File: config.mk
export PLATFORM = sky130hd
export DESIGN_NAME = alu_ctrl
export DESIGN_NICKNAME = d
export VERILOG_FILES = /design/src/rtl/alu_ctrl_pkg.sv /design/src/rtl/alu_ctrl_stage.sv /design/src/rtl/alu_ctrl.sv
export SDC_FILE = /design/constraint.sdc
export NUM_CORES = 1
export LEC_CHECK = 0
export ABC_AREA = 1
export BUFFER_PORTS_ARGS = -buffer_cell sky130_fd_sc_hd__buf_2
export CAP_MARGIN = 20
export CORE_ASPECT_RATIO = 0.6
export CORE_UTILIZATION = 43
export DETAILED_ROUTE_END_ITERATION = 10
export PLACE_DENSITY = 0.76
export REMOVE_ABC_BUFFERS = 1
export SLEW_MARGIN = 20
export SYNTH_ARGS = -nofsm -noshare
export SYNTH_HDL_FRONTEND = slang
export SYNTH_SLANG_ARGS = --single-unit
export TNS_END_PERCENT = 50
File: constraint.sdc
create_clock -name clk -period 1.1 [get_ports clk]
set_input_delay 0.11 -clock clk [delete_from_list [all_inputs] [get_ports clk]]
set_output_delay 0.11 -clock clk [all_outputs]
set_load 0.1 [all_outputs]
File: src/rtl/alu_ctrl_pkg.sv
// Shared types and op encoding for the ALU front-end (alu_ctrl).
package alu_ctrl_pkg;
    localparam int DATA_W = 32;
    localparam int OP_W   = 3;

    localparam logic [OP_W-1:0] OP_ADD  = 3'd0;
    localparam logic [OP_W-1:0] OP_SUB  = 3'd1;
    localparam logic [OP_W-1:0] OP_AND  = 3'd2;
    localparam logic [OP_W-1:0] OP_OR   = 3'd3;
    localparam logic [OP_W-1:0] OP_SRL  = 3'd4;
    localparam logic [OP_W-1:0] OP_SRA  = 3'd5;
    localparam logic [OP_W-1:0] OP_LAST = OP_SRA;

    typedef struct packed {
        logic              illegal;
        logic [OP_W-1:0]   op;
        logic [DATA_W-1:0] a;
        logic [DATA_W-1:0] b;
    } issue_t;

    typedef struct packed {
        logic              err;
        logic [DATA_W-1:0] data;
    } rsp_t;

    function automatic logic is_illegal_op(input logic [OP_W-1:0] op);
        return op > OP_LAST;
    endfunction
endpackage

File: src/rtl/alu_ctrl_stage.sv
// Generic register slice: a valid bit plus payload, with load (wins) and clear.
module alu_ctrl_stage #(
    parameter int W = 1
) (
    input  logic         clk,
    input  logic         reset_n,
    input  logic         load_i,
    input  logic         clear_i,
    input  logic [W-1:0] d_i,
    output logic         valid_o,
    output logic [W-1:0] q_o
);
    logic         valid_q;
    logic [W-1:0] data_q;

    always_ff @(posedge clk or negedge reset_n) begin
        if (!reset_n) begin
            valid_q <= 1'b0;
            data_q  <= '0;
        end else begin
            if (load_i)       valid_q <= 1'b1;
            else if (clear_i) valid_q <= 1'b0;
            if (load_i)       data_q  <= d_i;
        end
    end

    assign valid_o = valid_q;
    assign q_o     = data_q;
endmodule

File: src/rtl/alu_ctrl.sv
// Two-stage valid/ready front-end for the external combinational ALU.
// Optional ALU_CTRL_SHAMT_MASK_EN: shift ops load only req_b[4:0] as amount.
module alu_ctrl
    import alu_ctrl_pkg::*;
#(
    parameter int CNT_W = 16
) (
    input  logic              clk,
    input  logic              reset_n,
    input  logic              req_valid,
    output logic              req_ready,
    input  logic [OP_W-1:0]   req_op,
    input  logic [DATA_W-1:0] req_a,
    input  logic [DATA_W-1:0] req_b,
    output logic [DATA_W-1:0] alu_a,
    output logic [DATA_W-1:0] alu_b,
    output logic [OP_W-1:0]   alu_op,
    input  logic [DATA_W-1:0] alu_c,
    output logic              rsp_valid,
    input  logic              rsp_ready,
    output logic [DATA_W-1:0] rsp_data,
    output logic              rsp_err,
    output logic [CNT_W-1:0]  done_cnt
);
    issue_t issue_d, issue_q;
    rsp_t   rsp_d, rsp_q;
    logic   issue_vld, rsp_vld;
    logic   req_fire, rsp_fire, adv;
    logic [CNT_W-1:0] done_cnt_d, done_cnt_q;

    assign rsp_fire  = rsp_vld && rsp_ready;
    assign adv       = issue_vld && (!rsp_vld || rsp_fire);
    // Gated by reset_n so no request is taken while the stages are held clear.
    assign req_ready = reset_n && (!issue_vld || adv);
    assign req_fire  = req_valid && req_ready;

    always_comb begin
        issue_d = '0;
        if (is_illegal_op(req_op)) begin
            issue_d.illegal = 1'b1;
        end else begin
            issue_d.op = req_op;
            issue_d.a  = req_a;
            issue_d.b  = req_b;
`ifdef ALU_CTRL_SHAMT_MASK_EN
            if (req_op == OP_SRL || req_op == OP_SRA)
                issue_d.b = {{(DATA_W-5){1'b0}}, req_b[4:0]};
`endif
        end
    end

    always_comb begin
        rsp_d      = '0;
        rsp_d.err  = issue_q.illegal;
        rsp_d.data = issue_q.illegal ? '0 : alu_c;
    end

    alu_ctrl_stage #(.W($bits(issue_t))) u_issue (
        .clk     (clk),
        .reset_n (reset_n),
        .load_i  (req_fire),
        .clear_i (adv),
        .d_i     (issue_d),
        .valid_o (issue_vld),
        .q_o     (issue_q)
    );

    alu_ctrl_stage #(.W($bits(rsp_t))) u_rsp (
        .clk     (clk),
        .reset_n (reset_n),
        .load_i  (adv),
        .clear_i (rsp_fire),
        .d_i     (rsp_d),
        .valid_o (rsp_vld),
        .q_o     (rsp_q)
    );

    assign done_cnt_d = rsp_fire ? done_cnt_q + 1'b1 : done_cnt_q;

    always_ff @(posedge clk or negedge reset_n) begin
        if (!reset_n) done_cnt_q <= '0;
        else          done_cnt_q <= done_cnt_d;
    end

    assign alu_a     = issue_q.a;
    assign alu_b     = issue_q.b;
    assign alu_op    = issue_q.op;
    assign rsp_valid = rsp_vld;
    assign rsp_data  = rsp_q.data;
    assign rsp_err   = rsp_q.err;
    assign done_cnt  = done_cnt_q;
endmodule

==> results summary <==
The worst setup path is launched from a flip-flop. The initial utilization of the core area, before any placement, comes to 44.68%. The area share of the largest cell type after synthesis is 58.22%. The depth of the worst hold-timing path came out at 4. The global route total overflow came out at 0. The fraction of met2 tracks used by global routing is 70.19%. Setup violations remaining at the end of the flow were counted as 237. TritonCTS built the clock tree. The register area share after synthesis came out at 58.22%. The number of buffers added by the clock tree synthesis step is 17.

The post-detailed-route DRC marker count is 0. The setup slack of the critical path after layout came out at -0.4507 ns. The checks that failed: negative setup slack. The layout overhead on the synthesized area came out at 113.3%. The run finished, with violations left.

The critical path is of the flip-flop to flip-flop type. Setup repair after global routing could not meet its margin everywhere. Entering global routing, the biggest net connects 120 pins. The data required time of the critical path came out at 1.45 ns. The area taken by flip-flops and latches came out at 2990 um2. The netlist area before placement came out at 5115 um2. The number of vias per cell after detailed routing came out at 5.484. The cell count after synthesis came out at 538.

The tightest min-delay check is of the primary input to flip-flop type. The via count of the first global-routing pass is 6215. The flip-flop and latch count after synthesis came out at 119. The top-level port count came out at 221.

For this run, the number of Yosys warnings is 0. Once placement completed, the tool counted placed cells totaling 872. The power after layout came out at 0.02367 W. The half-perimeter wire length after placement came out at 10450 um. Yosys attributes the largest share of cell area to sky130_fd_sc_hd__dfrtp_1, sky130_fd_sc_hd__nand2_1, sky130_fd_sc_hd__buf_4. The tightest slew margin relative to the limit came out at 57.77%. The number of antenna violations at the first check in global routing is 1.

The overall die height came out at 86.48 um. The start point of the worst hold path is rsp_ready. The global routing met3 resource utilization came out at 12.82%. The largest clock skew in the final design came out at 0.009161 ns. The horizontal die dimension came out at 142.8 um. The number of placement rows is 30. In this run the mean area of a mapped cell was 9.507 um2. The placeable core region is 11450 um2.

The largest area contributor in the netlist is sky130_fd_sc_hd__dfrtp_1. On the final layout, the worst hold slack is 0.2276 ns. The flop-to-flop setup slack is -0.45 ns. The CTS sink count is 119. The count of maximum capacitance violations is 0. The number of hold-slack violations in the final timing report was 0.

The count of nets left with antenna violations once routing finished came out at 0. The master cell of the clock root buffer is sky130_fd_sc_hd__clkbuf_16. Derived from the worst setup path, the maximum achievable clock frequency is 644.9 MHz.

The endpoint of the worst hold-timing path is done_cnt[0]. The power density relative to cell area came out at 2169 nW/um2. After global routing, the most crowded layer is met2. Summed over all layers, the routed wires come to 26380 um. The minimum clock period came out at 1.551 ns.

The setup total negative slack came out at -42.58 ns. The worst register-to-register path begins at u_issue.valid_o. The number of detailed-routing iterations run before antenna repair is 7. In this run the critical register-to-register path is captured at u_issue.q_o[53]. The maximum buffer depth of the clock tree came out at 2. Routability-driven placement finished with a final weighted congestion of 0.8002. Dividing the detail-routed wire length by the instance count gives 24.91 um.

The overall routing resource usage is 40.22%. Summed over all cells, the static leakage comes to 5.459 nW. The maximum vdd ir drop is 0.001716 V. The logic depth of the worst register-to-register path is 10. Input and output buffers added on the ports amount to 220. The number of pins exceeding their max-slew limit in the final report is 0.

The share of the clock period used by the worst path came out at 141.0%. STA puts the critical path data arrival time at 1.90 ns. The register clock-pin slew on the reported worst setup and hold paths is 0.06 ns. For the pin with the worst max-slew slack, the measured transition is 0.6335 ns. The number of levels in the clock H-tree is 4. The filler cell count in the final layout came out at 265. The proportion of layout cells with a drive suffix above 1 is 51.78%. In the layout the commonest cells are sky130_fd_sc_hd__nand2_1, sky130_fd_sc_hd__buf_12, sky130_fd_sc_hd__dfrtp_1.

The initial detailed-routing violation count came out at 521. The first-pass GRT wire length is 35550 um. At the later pin of the worst-skew pair, clock insertion delay measures 0.42 ns. The worst setup path is captured at a flip-flop. After synthesis, the netlist uses 22 different library cells.

The library cell used most frequently in the layout, excluding fill and tap cells, is sky130_fd_sc_hd__nand2_1. Global routing consumed, on the met1 layer, 42.92% of the routing resources. The biggest fanout along the worst timing path is 5. The total die area came out at 12350 um2. The multi-input combinational cells in the finished layout cover a total of 1956 um2.

At the end of the flow, the number of nets in the layout was 989. The total via count in the routed design came out at 5808. The count of placed standard cells in the final layout, fillers left out came out at 1059.
## registers in the layout, summed over array words and instances, names as in the netlist
register,flops
done_cnt,16
u_rsp.q_o,33
u_issue.q_o,68
u_issue.valid_o,1
u_rsp.valid_o,1
## timing repair
action	CTS	global route
endpoints found under the setup margin	235	236
endpoints found under the hold margin	218	0
gates cloned	12	2
hold buffers	100	0
buffers inserted	37	15
pin swaps	26	31
gates resized for setup	124	97
## cells in the mapped netlist
library cell / instances
sky130_fd_sc_hd__nand3_1: 9
sky130_fd_sc_hd__nand2_2: 1
sky130_fd_sc_hd__nand2_1: 237
sky130_fd_sc_hd__buf_1: 2
sky130_fd_sc_hd__nand4_1: 4
sky130_fd_sc_hd__clkbuf_1: 6
sky130_fd_sc_hd__ha_1: 1
sky130_fd_sc_hd__xor2_1: 4
sky130_fd_sc_hd__buf_2: 7
sky130_fd_sc_hd__buf_6: 5
sky130_fd_sc_hd__inv_2: 1
sky130_fd_sc_hd__xnor2_1: 6
sky130_fd_sc_hd__a21oi_1: 1
sky130_fd_sc_hd__nor2_2: 1
sky130_fd_sc_hd__nand2_4: 1
sky130_fd_sc_hd__o21ai_0: 4
sky130_fd_sc_hd__inv_1: 15
sky130_fd_sc_hd__a22o_1: 32
sky130_fd_sc_hd__buf_4: 67
sky130_fd_sc_hd__dfrtp_1: 119
sky130_fd_sc_hd__nor2_4: 1
sky130_fd_sc_hd__nor2_1: 14
## layer usage
layer | routed length, um | up-vias
met5 | 0 | -
met4 | 1846 | 0
met3 | 2711 | 167
met2 | 12800 | 495
met1 | 9021 | 2818
li1 | - | 2328
## kinds of logic (layout without fill, tap and decap cells)
logic type	Yosys count	after routing	synth area share, %
adders and majority gates	1	1	0.2446
other	0	1	0
AOI/OAI and AO/OA	37	37	5.969
DFF	119	119	58.22
and+or+nand+nor	268	268	20.47
xor gates and xnor gates	10	10	1.712
buffers and inverters	103	463	13.38
## final cells by class
class                      count  area share [%]
timing repair buffer         415           46.47
sequential                   119           27.41
multi-input combinational    316           17.92
clock buffer                  20           4.186
tap                          160           1.835
clock inverter                12           1.605
inverter                      16          0.5505
antenna                        1         0.02294
## report_power, final
group | switching, W | internal, W | total (W)
clock | 0.00220 | 0.00391 | 0.00611
combinational | 0.00722 | 0.00430 | 0.0115
sequential | 0.000950 | 0.00509 | 0.00604
total | 0.0104 | 0.0133 | 0.0237
## metrics by stage
stage	setup WS, ns	utilization (%)	instance area (um2)
after floorplan	-1.855	-	4491
after global placement	-0.1382	69.54	7961
after detailed placement	-0.2258	69.54	7961
after CTS	-0.3090	92.55	10600
after global routing	-0.4785	95.28	10910
final	-0.4507	95.30	10910
## critical path, cell delays in order (launching register included)
cell,delay [ns]
sky130_fd_sc_hd__dfrtp_1,0.42
sky130_fd_sc_hd__nand3_2,0.10
sky130_fd_sc_hd__nand2_2,0.06
sky130_fd_sc_hd__inv_2,0.09
sky130_fd_sc_hd__nand2_4,0.08
sky130_fd_sc_hd__nor2_4,0.19
sky130_fd_sc_hd__buf_12,0.15
sky130_fd_sc_hd__buf_12,0.12
sky130_fd_sc_hd__buf_16,0.14
sky130_fd_sc_hd__nand2_2,0.05
sky130_fd_sc_hd__nand2_1,0.07
## how the worst max path moves through the flow
stage	end	cells after the start	from	slack, ns
after floorplan	u_issue.q_o[0]	7	u_rsp.valid_o	-1.86
after global placement	u_rsp.q_o[0]	6	u_rsp.valid_o	-0.14
after detailed placement	u_issue.q_o[28]	8	u_issue.valid_o	-0.23
after CTS	req_ready	5	u_issue.valid_o	-0.31
after global routing	u_issue.q_o[53]	10	u_issue.valid_o	-0.48
final	u_issue.q_o[53]	10	u_issue.valid_o	-0.45
No activity file was read; power rests on OpenSTA's default activity.
